### src/rtl/spi_host_pkg.sv
// Shared constants and FSM state type for the buffered SPI transfer sequencer.
package spi_host_pkg;

  localparam int WORD_W        = 32;
  localparam int CTRL_EN       = 0;
  localparam int CTRL_MODE_LSB = 1;
  localparam int STAT_BUSY     = 0;

  typedef enum logic [2:0] {
    IDLE,
    LOAD,
    WAIT_BUSY,
    WAIT_DONE,
    STORE,
    GAP_WAIT
  } state_t;

endpackage

### src/rtl/sync_fifo.sv
// Synchronous first-word-fall-through FIFO with occupancy count; used for both TX and RX queues.
module sync_fifo #(
  parameter int DEPTH = 8,
  parameter int WIDTH = 32
) (
  input  logic                     clk,
  input  logic                     rst,
  input  logic                     push,
  input  logic [WIDTH-1:0]         wdata,
  input  logic                     pop,
  output logic [WIDTH-1:0]         rdata,
  output logic                     full,
  output logic                     empty,
  output logic [$clog2(DEPTH):0]   level
);

  localparam int AW = $clog2(DEPTH);
  localparam logic [AW:0] FULL_LEVEL = (AW+1)'(DEPTH);

  logic [WIDTH-1:0] mem [DEPTH];
  logic [AW-1:0]    wr_ptr;
  logic [AW-1:0]    rd_ptr;
  logic             do_push;
  logic             do_pop;

  assign full    = (level == FULL_LEVEL);
  assign empty   = (level == '0);
  assign do_pop  = pop && !empty;
  // A push into a full FIFO is legal only when a pop frees the slot in the same cycle.
  assign do_push = push && (!full || do_pop);
  assign rdata   = empty ? '0 : mem[rd_ptr];

  always_ff @(posedge clk) begin
    if (rst) begin
      wr_ptr <= '0;
      rd_ptr <= '0;
      level  <= '0;
    end else begin
      if (do_push) wr_ptr <= wr_ptr + AW'(1);
      if (do_pop)  rd_ptr <= rd_ptr + AW'(1);
      if (do_push && !do_pop)      level <= level + (AW+1)'(1);
      else if (do_pop && !do_push) level <= level - (AW+1)'(1);
    end
  end

  always_ff @(posedge clk) begin
    if (do_push) mem[wr_ptr] <= wdata;
  end

endmodule

### src/rtl/spi_host_queue.sv
// Buffered transfer sequencer: feeds queued MOSI words to an SPI core one at a time,
// collects MISO words into an RX queue, and flags a core that never goes busy.
module spi_host_queue
  import spi_host_pkg::*;
#(
  parameter int DEPTH   = 8,
  parameter int GAP     = 2,
  parameter int TIMEOUT = 255
) (
  input  logic                    clk,
  input  logic                    rst,
  input  logic                    tx_valid,
  output logic                    tx_ready,
  input  logic [31:0]             tx_data,
  input  logic [1:0]              mode,
  output logic                    rx_valid,
  input  logic                    rx_ready,
  output logic [31:0]             rx_data,
  output logic [$clog2(DEPTH):0]  tx_level,
  output logic [$clog2(DEPTH):0]  rx_level,
  output logic                    err,
  output logic [31:0]             spi_control,
  output logic [31:0]             spi_datain,
  input  logic [31:0]             spi_dataout,
  input  logic [31:0]             spi_status
);

  localparam logic [7:0] TIMEOUT_CNT = 8'(TIMEOUT);
  // Enable stays low through GAP_WAIT, IDLE and LOAD, so GAP_WAIT itself is one cycle shorter.
  localparam logic [7:0] GAP_HOLD = (GAP > 1) ? 8'(GAP - 1) : 8'd1;

  state_t            state;
  state_t            state_next;
  logic [7:0]        cnt;
  logic              tx_full;
  logic              tx_empty;
  logic              rx_full;
  logic              rx_empty;
  logic              tx_pop;
  logic              rx_push;
  logic              busy;
  logic              timed_out;
  logic [WORD_W-1:0] tx_head;
  logic              unused_status;

  assign busy          = spi_status[STAT_BUSY];
  assign unused_status = ^spi_status[WORD_W-1:1];
  assign timed_out     = (state == WAIT_BUSY) && !busy && (cnt == TIMEOUT_CNT);
  assign tx_ready      = !tx_full;
  assign rx_valid      = !rx_empty;

  sync_fifo #(.DEPTH(DEPTH), .WIDTH(WORD_W)) u_tx_fifo (
    .clk   (clk),
    .rst   (rst),
    .push  (tx_valid && tx_ready),
    .wdata (tx_data),
    .pop   (tx_pop),
    .rdata (tx_head),
    .full  (tx_full),
    .empty (tx_empty),
    .level (tx_level)
  );

  sync_fifo #(.DEPTH(DEPTH), .WIDTH(WORD_W)) u_rx_fifo (
    .clk   (clk),
    .rst   (rst),
    .push  (rx_push),
    .wdata (spi_dataout),
    .pop   (rx_ready && rx_valid),
    .rdata (rx_data),
    .full  (rx_full),
    .empty (rx_empty),
    .level (rx_level)
  );

  always_ff @(posedge clk) begin
    if (rst) state <= IDLE;
    else     state <= state_next;
  end

  // Only one word is ever in flight, so checking RX space before LOAD guarantees STORE never overflows.
  always_comb begin
    state_next = state;
    tx_pop     = 1'b0;
    rx_push    = 1'b0;
    case (state)
      IDLE:      if (!tx_empty && !rx_full) state_next = LOAD;
      LOAD: begin
        tx_pop     = 1'b1;
        state_next = WAIT_BUSY;
      end
      WAIT_BUSY: begin
        if (busy)           state_next = WAIT_DONE;
        else if (timed_out) state_next = GAP_WAIT;
      end
      WAIT_DONE: if (!busy) state_next = STORE;
      STORE: begin
        rx_push    = 1'b1;
        state_next = GAP_WAIT;
      end
      GAP_WAIT:  if (cnt >= GAP_HOLD) state_next = IDLE;
      default:   state_next = IDLE;
    endcase
  end

  // The shared counter times WAIT_BUSY from the LOAD edge and the idle gap from STORE or abort.
  always_ff @(posedge clk) begin
    if (rst) begin
      spi_control <= '0;
      spi_datain  <= '0;
      err         <= 1'b0;
      cnt         <= '0;
    end else begin
      case (state)
        LOAD: begin
          spi_datain                       <= tx_head;
          spi_control                      <= '0;
          spi_control[CTRL_EN]             <= 1'b1;
          spi_control[CTRL_MODE_LSB +: 2]  <= mode;
          cnt                              <= 8'd1;
        end
        WAIT_BUSY: begin
          if (timed_out) begin
            err                  <= 1'b1;
            spi_control[CTRL_EN] <= 1'b0;
            cnt                  <= 8'd1;
          end else if (!busy) begin
            cnt <= cnt + 8'd1;
          end
        end
        STORE: begin
          spi_control[CTRL_EN] <= 1'b0;
          cnt                  <= 8'd1;
        end
        GAP_WAIT: cnt <= cnt + 8'd1;
        default: ;
      endcase
    end
  end

endmodule

### config.mk
export PLATFORM = sky130hd
export DESIGN_NAME = spi_host_queue
export DESIGN_NICKNAME = d
export VERILOG_FILES = /design/src/rtl/spi_host_pkg.sv /design/src/rtl/sync_fifo.sv /design/src/rtl/spi_host_queue.sv
export SDC_FILE = /design/constraint.sdc
export NUM_CORES = 1
export LEC_CHECK = 0
export ABC_AREA = 0
export BUFFER_PORTS_ARGS = -buffer_cell sky130_fd_sc_hd__buf_2
export CELL_PAD_IN_SITES_DETAIL_PLACEMENT = 0
export CELL_PAD_IN_SITES_GLOBAL_PLACEMENT = 2
export CORE_MARGIN = 1.5
export CORE_UTILIZATION = 47
export CTS_BUF_LIST = sky130_fd_sc_hd__clkbuf_8
export DETAILED_ROUTE_END_ITERATION = 7
export PLACE_DENSITY = 0.83
export SYNTH_ARGS = -nofsm -noshare
export SYNTH_HDL_FRONTEND = slang
export SYNTH_SLANG_ARGS = --single-unit
### constraint.sdc
create_clock -name clk -period 5.9 [get_ports clk]
set_clock_uncertainty 0.15 [all_clocks]
set_input_delay 0.295 -clock clk [delete_from_list [all_inputs] [get_ports clk]]
set_output_delay 0.295 -clock clk [all_outputs]
set_load 0.01 [all_outputs]
==> metrics.md, run 1 <==
| Metric | Value |
|---|---|
| Result of the run | `completed` |
| Via count of the first global-routing pass | `11.9k` |
| Synth-to-layout area growth | `17.8%` |
| Clk root buf | `sky130_fd_sc_hd__clkbuf_8` |
| Fmax | `0.276 GHz` |
| Clock latency on the worst-skew pair | `0.69 ns` |
| Largest family of logic cells by synthesized area | `multiplexers` |
| Wire per inst | `21.3 um` |
| Sinks on the clock net | `585` |
| Max Slew Vio Count | `0` |
| Area contributors post-synth | `sky130_fd_sc_hd__edfxtp_1 69%, sky130_fd_sc_hd__mux4_2 13%, sky130_fd_sc_hd__dfxtp_1 6.5%` |
| Total via count after detailed routing | `11.2k` |
| Initial antenna violation count | `4` |
| Final cycle utilization of the critical path | `61.5%` |
| Cell accounting for the most synthesized area | `sky130_fd_sc_hd__edfxtp_1` |
| Most used flip-flop cell after synthesis | `sky130_fd_sc_hd__edfxtp_1` |
| Worst slew slack as a fraction of its limit | `27.9%` |
| Post-synth ARST share | `0%` |
| Worst slew pin tran | `1.08 ns` |
| Via-to-Cell Ratio | `5.36` |
| Minimum setup slack in the final design | `2.27 ns` |
| Storage cell area | `0.0168 mm^2` |
| Switch share | `27.0%` |
| Final hold violations | `0` |
| Worst Setup End Kind | `flop` |
| Port bufs | `148` |
| Die Width | `221 um` |
| Number of flops mapped to enable cells by yosys | `512` |
| Hpwl dp | `23200 um` |
| Syn_area_per_cell | `19.9 um^2` |
| Share of synthesized area occupied by flip-flops and latches | `75.2%` |
| MaxCap Viol Count | `0` |
| Sum of negative setup slack | `0 ns` |
| DRC errors left | `0` |
| Synthesized-area fraction occupied by ao, oa, aoi and oai cells | `2.49%` |
| Total Routing Usage GR | `18.6%` |
| Worst vdd ir | `260 uV` |
| # setup viols final | `0` |
| Clock network fraction of design power | `33.1%` |
| Share of power burned in registers | `48.9%` |
| Final critical path time including I/O delays and setup | `3.63 ns` |
| Number of buffers added by the clock tree synthesis step | `94` |
| Global placer's final weighted congestion | `0.728` |
| Maximum fanout along the worst path | `6` |
| Sw Pwr | `2.72 mW` |
| Hold-fix buffer count after cts | `71` |
| Pin count of the biggest net entering global routing | `64` |
| Total of fill cells in the finished design | `3618` |
| Multiplexer share of the synthesized area | `14.6%` |
| Net count, final | `1527` |
| Post-CTS setup buffers | `0` |
| Number of standard-cell rows in the floorplan | `79` |
| Synthesized-area fraction occupied by adder cells | `0.905%` |
| First-pass GRT wire length | `68700 um` |
| Area fraction of the dominant cell type after synthesis | `68.6%` |
| Total length of routed wires | `44700 um` |
| Unrepaired setup endpoints after global routing | `no` |
| Core area | `0.0468 mm^2` |
| CTS clk-pin slew, worst paths | `0.06 ns` |
| Areal power density over the cells | `380 mW/mm^2` |
| Vertical die dimension | `221 um` |
| Share of final-layout standard cells stronger than drive strength 1 | `30.2%` |
| Resized cells post-CTS | `0` |
| Share of the synthesized netlist area taken by xor and xnor gates | `0.665%` |
| Combined area of the multi-input logic cells | `0.00529 mm^2` |
| IO Pins | `209` |
| Area enclosed by the die boundary | `0.0490 mm^2` |
| Total global routing overflow | `0` |
| Required time at the worst-slack endpoint | `6.31 ns` |
| Data arrival time of the worst path | `4.03 ns` |
| Reg-to-reg setup timing slack | `2.27 ns` |
| Remaining antenna violation count after routing | `0` |
| Cell area after synthesis | `0.0224 mm^2` |
| Count of H-tree levels built during CTS | `3` |
| Dominant cell by count in the synthesized netlist | `sky130_fd_sc_hd__edfxtp_1` |
| Simple-gate share of the synthesized area | `3.89%` |
| Total internal power | `7.33 mW` |
| Sort of element at the start of the critical path | `flop` |
| Detailed router's first-iteration violation count | `697` |
| Worst min-delay path class | `in -> reg` |
| Gate power share | `18.0%` |
| Number of detailed-route iterations in the first pass | `5` |
| Count of mapped cells out of synthesis | `1128` |
| Count of cell types in the netlist | `48` |
| Synthesis Warnings | `0` |
| Clock tree from TritonCTS | `built` |
| Synth Register Bits | `585` |
| Class of the most critical setup path | `reg -> reg` |
| Pre-CTS setup slack | `2.27 ns` |
| Leakage | `8.91 nW` |
| Initial Utilization | `47.9%` |
| Most frequent cells after synthesis | `512 x sky130_fd_sc_hd__edfxtp_1, 128 x sky130_fd_sc_hd__mux4_2, 78 x sky130_fd_sc_hd__nor2_1, 73 x sky130_fd_sc_hd__dfxtp_1, 37 x sky130_fd_sc_hd__mux2i_1` |
| Buffer depth of the longest clock path | `3` |
-- state kept, by name, summed over array words and instances (netlist names), named ones only --
signal	cells
u_tx_fifo.rd_ptr	3
u_tx_fifo.level	4
spi_datain	32
err	1
u_tx_fifo.wr_ptr	3
u_rx_fifo.mem	256
u_rx_fifo.level	4
u_rx_fifo.rd_ptr	3
spi_control	3
u_rx_fifo.wr_ptr	3
u_tx_fifo.mem	256
cnt	8
state	3
-- metrics by stage --
| step | std cells | power [mW] | instance area [um^2] | hold slack, ns | util (%) |
|---|---|---|---|---|---|
| 6_report | 2095 | 10.0 | 26400 | 0.276 | 56.5 |
| 5_1_grt | 2093 | 10.5 | 26400 | 0.233 | 56.5 |
| 4_1_cts | 2092 | 10.2 | 26400 | 0.207 | 56.4 |
| 3_5_place_dp | 1850 | 6.81 | 23900 | 0.312 | 51.0 |
| 3_3_place_gp | 1850 | 6.78 | 23900 | 0.284 | 51.0 |
| 2_1_floorplan | 1156 | 6.18 | 22500 | 0.244 | - |
-- final timing paths --
check | cells after the start | end | from
setup / recovery | 10 | u_rx_fifo.level[3] | u_rx_fifo.level[0]
hold / removal | 4 | spi_control[2] | mode[1]
setup reg to reg | 10 | u_rx_fifo.level[3] | u_rx_fifo.level[0]
hold reg to reg | 2 | flop | u_rx_fifo.rd_ptr[1]
-- routing by layer --
layer  vias up  part of all wire (%)  global-route usage [%]
met5         -                 0.058                       0
met4         4                   2.0                    5.81
met3        77                   5.5                    4.69
met2       280                    51                    31.9
met1      5797                    41                    23.4
li1       5078                     -                       -
-- cells by family (layout without fill, tap and decap cells) --
| family | Yosys count | after routing |
|---|---|---|
| AOI/OAI and AO/OA | 69 | 69 |
| xor gates and xnor gates | 17 | 17 |
| adders and majority gates | 15 | 15 |
| buffers and inverters | 97 | 426 |
| DFF | 585 | 585 |
| muxes | 167 | 167 |
| other | 1 | 32 |
| and+or+nand+nor | 177 | 177 |
-- cell type report --
type | instances | area share [%]
clock buffer | 101 | 5.27
multi-input combinational | 474 | 20.0
tap | 607 | 2.88
clock inverter | 70 | 1.61
inverter | 12 | 0.171
timing repair buffer | 243 | 6.18
antenna | 3 | 0.0284
sequential | 585 | 63.8
-- critical path, stage by stage (launching register included) --
cell and delay, ns:
sky130_fd_sc_hd__dfxtp_1 0.37, sky130_fd_sc_hd__or4b_2 0.77, sky130_fd_sc_hd__o21ai_1 0.49, sky130_fd_sc_hd__inv_1 0.23, sky130_fd_sc_hd__ha_1 0.27, sky130_fd_sc_hd__inv_1 0.13, sky130_fd_sc_hd__ha_1 0.28, sky130_fd_sc_hd__a21oi_1 0.20
sky130_fd_sc_hd__a211oi_1 0.10, sky130_fd_sc_hd__a31oi_1 0.18, sky130_fd_sc_hd__mux2_2 0.35
-- power groups by stage --
stage | combinational [mW] | clock, mW | sequential (mW)
6_report | 1.81 | 3.32 | 4.91
5_1_grt | 1.98 | 3.59 | 4.95
4_1_cts | 1.86 | 3.41 | 4.92
3_5_place_dp | 1.81 | 0 | 5.01
3_3_place_gp | 1.78 | 0 | 5.00
2_1_floorplan | 1.27 | 0 | 4.91
-- placed cells by master, fill, tap and decap left out, drive strengths merged, types with 8 or more instances in the layout --
master	count
edfxtp	512
buf	172
mux4	128
clkbuf	101
nor2	78
dfxtp	73
dlygate4sd3	71
inv	54
mux2i	37
and2	32
a221o	31
conb	29
clkinv	24
nand2	19
a21oi	14
nand3	13
ha	13
xnor2	9
nor3	9
xor2	8
No activity file was read; power rests on OpenSTA's default activity.
==> inputs of run 2 (changes only) <==
--- a/config.mk
+++ b/config.mk
@@ -5,15 +5,15 @@
 export SDC_FILE = /design/constraint.sdc
 export NUM_CORES = 1
 export LEC_CHECK = 0
-export ABC_AREA = 0
+export ABC_AREA = 1
 export BUFFER_PORTS_ARGS = -buffer_cell sky130_fd_sc_hd__buf_2
 export CELL_PAD_IN_SITES_DETAIL_PLACEMENT = 0
 export CELL_PAD_IN_SITES_GLOBAL_PLACEMENT = 2
 export CORE_MARGIN = 1.5
-export CORE_UTILIZATION = 47
+export CORE_UTILIZATION = 37
 export CTS_BUF_LIST = sky130_fd_sc_hd__clkbuf_8
 export DETAILED_ROUTE_END_ITERATION = 7
-export PLACE_DENSITY = 0.83
+export PLACE_DENSITY = 0.78
 export SYNTH_ARGS = -nofsm -noshare
 export SYNTH_HDL_FRONTEND = slang
 export SYNTH_SLANG_ARGS = --single-unit
==> constraint.sdc (replaced) <==
create_clock -name clk -period 3.06 [get_ports clk]
set_clock_uncertainty 0.15 [all_clocks]
set_input_delay 0.153 -clock clk [delete_from_list [all_inputs] [get_ports clk]]
set_output_delay 0.153 -clock clk [all_outputs]
set_load 0.01 [all_outputs]
==> run 2 against run 1 <==
  * Flip-flop and latch count unchanged
  * Global-route usage decreased by 1.2 points
  * Synthesized area increased by 4.7%
  * Critical path depth decreased by 2
  * Clock power increased by 94%
  * Sequential share of layout area decreased by 3.2 points
  * Sequential power increased by 95%
  * Non-clock buffer count increased by 16
  * Register-to-register slack got worse by 1.8 ns
  * Design area increased by 5.3%
  * Total power increased by 120%
  * Clock-buffer cell count unchanged
  * Largest cell class unchanged
==> metrics.md, run 2 <==
| Metric | Value |
|---|---|
| DRC errors left | `0` |
| Die Width | `255 um` |
| Clock network fraction of design power | `28.6%` |
| First-pass GRT wire length | `86000 um` |
| Total Routing Usage GR | `17.5%` |
| Share of synthesized area occupied by flip-flops and latches | `71.8%` |
| Largest family of logic cells by synthesized area | `simple AND/OR/NAND/NOR gates` |
| Data arrival time of the worst path | `2.54 ns` |
| Number of standard-cell rows in the floorplan | `92` |
| Core area | `0.0629 mm^2` |
| Number of detailed-route iterations in the first pass | `7` |
| Required time at the worst-slack endpoint | `2.76 ns` |
| Worst vdd ir | `414 uV` |
| Final hold violations | `0` |
| FF-to-FF Start | `u_rx_fifo.level[0]` |
| Switch share | `34.8%` |
| Number of placed cells counting well taps | `2956` |
| Share of the synthesized netlist area taken by xor and xnor gates | `0.299%` |
| Maximum fanout along the worst path | `128` |
| Worst Setup End Kind | `output port` |
| Clock latency on the worst-skew pair | `0.68 ns` |
| Sw Pwr | `7.84 mW` |
| IO Pins | `209` |
| Port bufs | `148` |
| Detailed router's first-iteration violation count | `1008` |
| Synth Register Bits | `585` |
| Via-to-Cell Ratio | `4.85` |
| Simple-gate share of the synthesized area | `14.2%` |
| Syn_area_per_cell | `11.5 um^2` |
| Total length of routed wires | `57300 um` |
| Class of the most critical setup path | `reg -> out` |
| Remaining antenna violation count after routing | `0` |
| Dominant cell by count in the synthesized netlist | `sky130_fd_sc_hd__edfxtp_1` |
| Initial antenna violation count | `6` |
| Sinks on the clock net | `585` |
| Via count of the first global-routing pass | `14.9k` |
| Largest registers | `u_rx_fifo.mem x256, u_tx_fifo.mem x256, spi_datain x32` |
| Share of final-layout standard cells stronger than drive strength 1 | `14.2%` |
| End of the critical path | `rx_data[5]` |
| Worst slew pin tran | `0.834 ns` |
| Area contributors post-synth | `sky130_fd_sc_hd__edfxtp_1 66%, sky130_fd_sc_hd__nor2_1 7.9%, sky130_fd_sc_hd__o21ai_0 6.3%` |
| Final cycle utilization of the critical path | `92.8%` |
| Number of buffers added by the clock tree synthesis step | `98` |
| Synthesis Warnings | `0` |
| Worst flop-to-flop path endpoint | `u_rx_fifo.level[3]` |
| Pin count of the biggest net entering global routing | `129` |
| Net count, final | `2402` |
| Synthesized-area fraction occupied by adder cells | `0.864%` |
| Clock tree from TritonCTS | `built` |
| Most frequent cells in the layout | `512 x sky130_fd_sc_hd__edfxtp_1, 482 x sky130_fd_sc_hd__nor2_1, 295 x sky130_fd_sc_hd__o21ai_0` |
| Cell Area, Placed | `0.0252 mm^2` |
| Hold Slack | `0.126 ns` |
| Sum of negative setup slack | `0 ns` |
| Worst reg2reg path depth | `13` |
| Worst min-delay path class | `in -> reg` |
| Unrepaired setup endpoints after global routing | `no` |
| Total internal power | `14.7 mW` |
| Count of cell types in the netlist | `33` |
| Sort of element at the start of the critical path | `flop` |
| Cell accounting for the most synthesized area | `sky130_fd_sc_hd__edfxtp_1` |
| Leakage | `10.0 nW` |
| Commonest non-fill, non-tap cell in the layout | `sky130_fd_sc_hd__edfxtp_1` |
| Wire per inst | `17.8 um` |
| Final Cell Area | `0.0278 mm^2` |
| Count of mapped cells out of synthesis | `2041` |
| Cell Count, Final, Fillers Out | `3215` |
| Cell area after synthesis | `0.0235 mm^2` |
| Total of fill cells in the finished design | `5928` |
| Gate power share | `28.9%` |
| Total global routing overflow | `0` |
| Number of flops mapped to enable cells by yosys | `512` |
| Resized cells post-CTS | `0` |
| Area enclosed by the die boundary | `0.0649 mm^2` |
| Global placer's final weighted congestion | `0.757` |
| Overall power after layout | `22.5 mW` |
| Fmax | `0.352 GHz` |
| Areal power density over the cells | `810 mW/mm^2` |
| MaxCap Viol Count | `0` |
| Share of power burned in registers | `42.5%` |
| Worst slew slack as a fraction of its limit | `44.3%` |
| Reg-to-reg setup timing slack | `0.46 ns` |
| Result of the run | `completed` |
| Buffer depth of the longest clock path | `3` |
| Hpwl dp | `29900 um` |
| Area fraction of the dominant cell type after synthesis | `65.6%` |
| Synth-to-layout area growth | `18.5%` |
| Initial Utilization | `37.3%` |
| Total via count after detailed routing | `15.6k` |
| Post-synth ARST share | `0%` |
| Most frequent cells after synthesis | `512 x sky130_fd_sc_hd__edfxtp_1, 496 x sky130_fd_sc_hd__nor2_1, 295 x sky130_fd_sc_hd__o21ai_0, 212 x sky130_fd_sc_hd__nand2_1, 111 x sky130_fd_sc_hd__nand3_1` |
| CTS clk-pin slew, worst paths | `0.06 ns` |
| Synthesized-area fraction occupied by ao, oa, aoi and oai cells | `8.69%` |
| Final critical path time including I/O delays and setup | `2.84 ns` |
| Count of H-tree levels built during CTS | `3` |
| Max Slew Vio Count | `0` |
| Multiplexer share of the synthesized area | `0%` |
| # setup viols final | `0` |
| Most used flip-flop cell after synthesis | `sky130_fd_sc_hd__edfxtp_1` |
| Clk root buf | `sky130_fd_sc_hd__clkbuf_8` |
| Vertical die dimension | `255 um` |
## run 2: cell count changes in the layout (fill, tap and decap cells not counted), moves of 31 or more
| cell | previous run | this run |
|---|---|---|
| sky130_fd_sc_hd__mux2i_1 | 37 | 0 |
| sky130_fd_sc_hd__nand2_1 | 19 | 212 |
| sky130_fd_sc_hd__a21oi_1 | 13 | 61 |
| sky130_fd_sc_hd__inv_1 | 48 | 85 |
| sky130_fd_sc_hd__mux4_2 | 128 | 0 |
| sky130_fd_sc_hd__and2_1 | 32 | 0 |
| sky130_fd_sc_hd__a221o_1 | 31 | 0 |
| sky130_fd_sc_hd__nor2_1 | 66 | 482 |
| sky130_fd_sc_hd__o21ai_1 | 1 | 45 |
| sky130_fd_sc_hd__nand3_1 | 13 | 111 |
| sky130_fd_sc_hd__o21ai_0 | 6 | 295 |
## run 2: power by group through the flow
stage | combinational [mW] | clock, mW | sequential (mW)
floorplan | 4.29 | 0 | 9.70
global placement | 6.35 | 0 | 9.75
detailed placement | 6.44 | 0 | 9.77
CTS | 6.57 | 6.67 | 9.61
global route | 7.40 | 6.98 | 9.63
finish | 6.51 | 6.44 | 9.57
## run 2: critical path, stage by stage (launching register included)
cell and delay [ns]:
sky130_fd_sc_hd__dfxtp_4 0.36, sky130_fd_sc_hd__buf_12 0.45, sky130_fd_sc_hd__nor2_1 0.11, sky130_fd_sc_hd__nor2_1 0.09
sky130_fd_sc_hd__o21ai_0 0.08, sky130_fd_sc_hd__o21ai_0 0.10, sky130_fd_sc_hd__o21ai_0 0.10, sky130_fd_sc_hd__nor2_1 0.33
sky130_fd_sc_hd__buf_2 0.21
## run 2: stage by stage
stage	utilization [%]	setup WS (ns)
3_3_place_gp	40.1	0.491
2_1_floorplan	-	0.100
3_5_place_dp	40.1	0.443
4_1_cts	44.2	0.0412
6_report	44.2	0.221
5_1_grt	44.2	0.00115
## run 2: how the worst min path moves through the flow
stage / start / end / slack [ns] / cells after the start
finish: tx_data[11] / u_tx_fifo.mem[6][11] / 0.13 / 2
global route: tx_data[11] / u_tx_fifo.mem[7][11] / 0.10 / 2
CTS: spi_dataout[21] / u_rx_fifo.mem[4][21] / 0.05 / 2
detailed placement: mode[0] / spi_control[1] / 0.24 / 3
global placement: mode[1] / spi_control[2] / 0.23 / 3
floorplan: spi_dataout[0] / u_rx_fifo.mem[0][0] / 0.10 / 0
## run 2: cells by family after synthesis
| family | Yosys count |
|---|---|
| and+or+nand+nor | 838 |
| DFF | 585 |
| AOI/OAI and AO/OA | 404 |
| buffers and inverters | 190 |
| adders and majority gates | 15 |
| xor gates and xnor gates | 8 |
| other | 1 |
## run 2: layer usage
layer,global-route usage [%],vias to the layer above,routed length (um)
met1,22.0,7568,24800
li1,-,7564,-
met2,29.9,337,28300
met3,3.62,104,2910
met5,0,-,34
met4,5.82,6,1280
## run 2: cell type report
type	instances	area, um^2	share of cell area (%)
Clock buffer	101	1390	5.00
Tap cell	846	1060	3.81
Clock inverter	80	432	1.55
Multi-Input combinational cell	1294	5880	21.2
Sequential cell	585	16900	60.6
Antenna cell	3	7.51	0.0270
Inverter	47	183	0.657
Timing Repair Buffer	259	1980	7.14
## run 2: what timing repair did
item | in CTS | in global routing
setup buffers | 0 | 1
setup endpoints to repair | 0 | 10
endpoints found under the hold margin | 580 | 0
hold buffers | 74 | 0
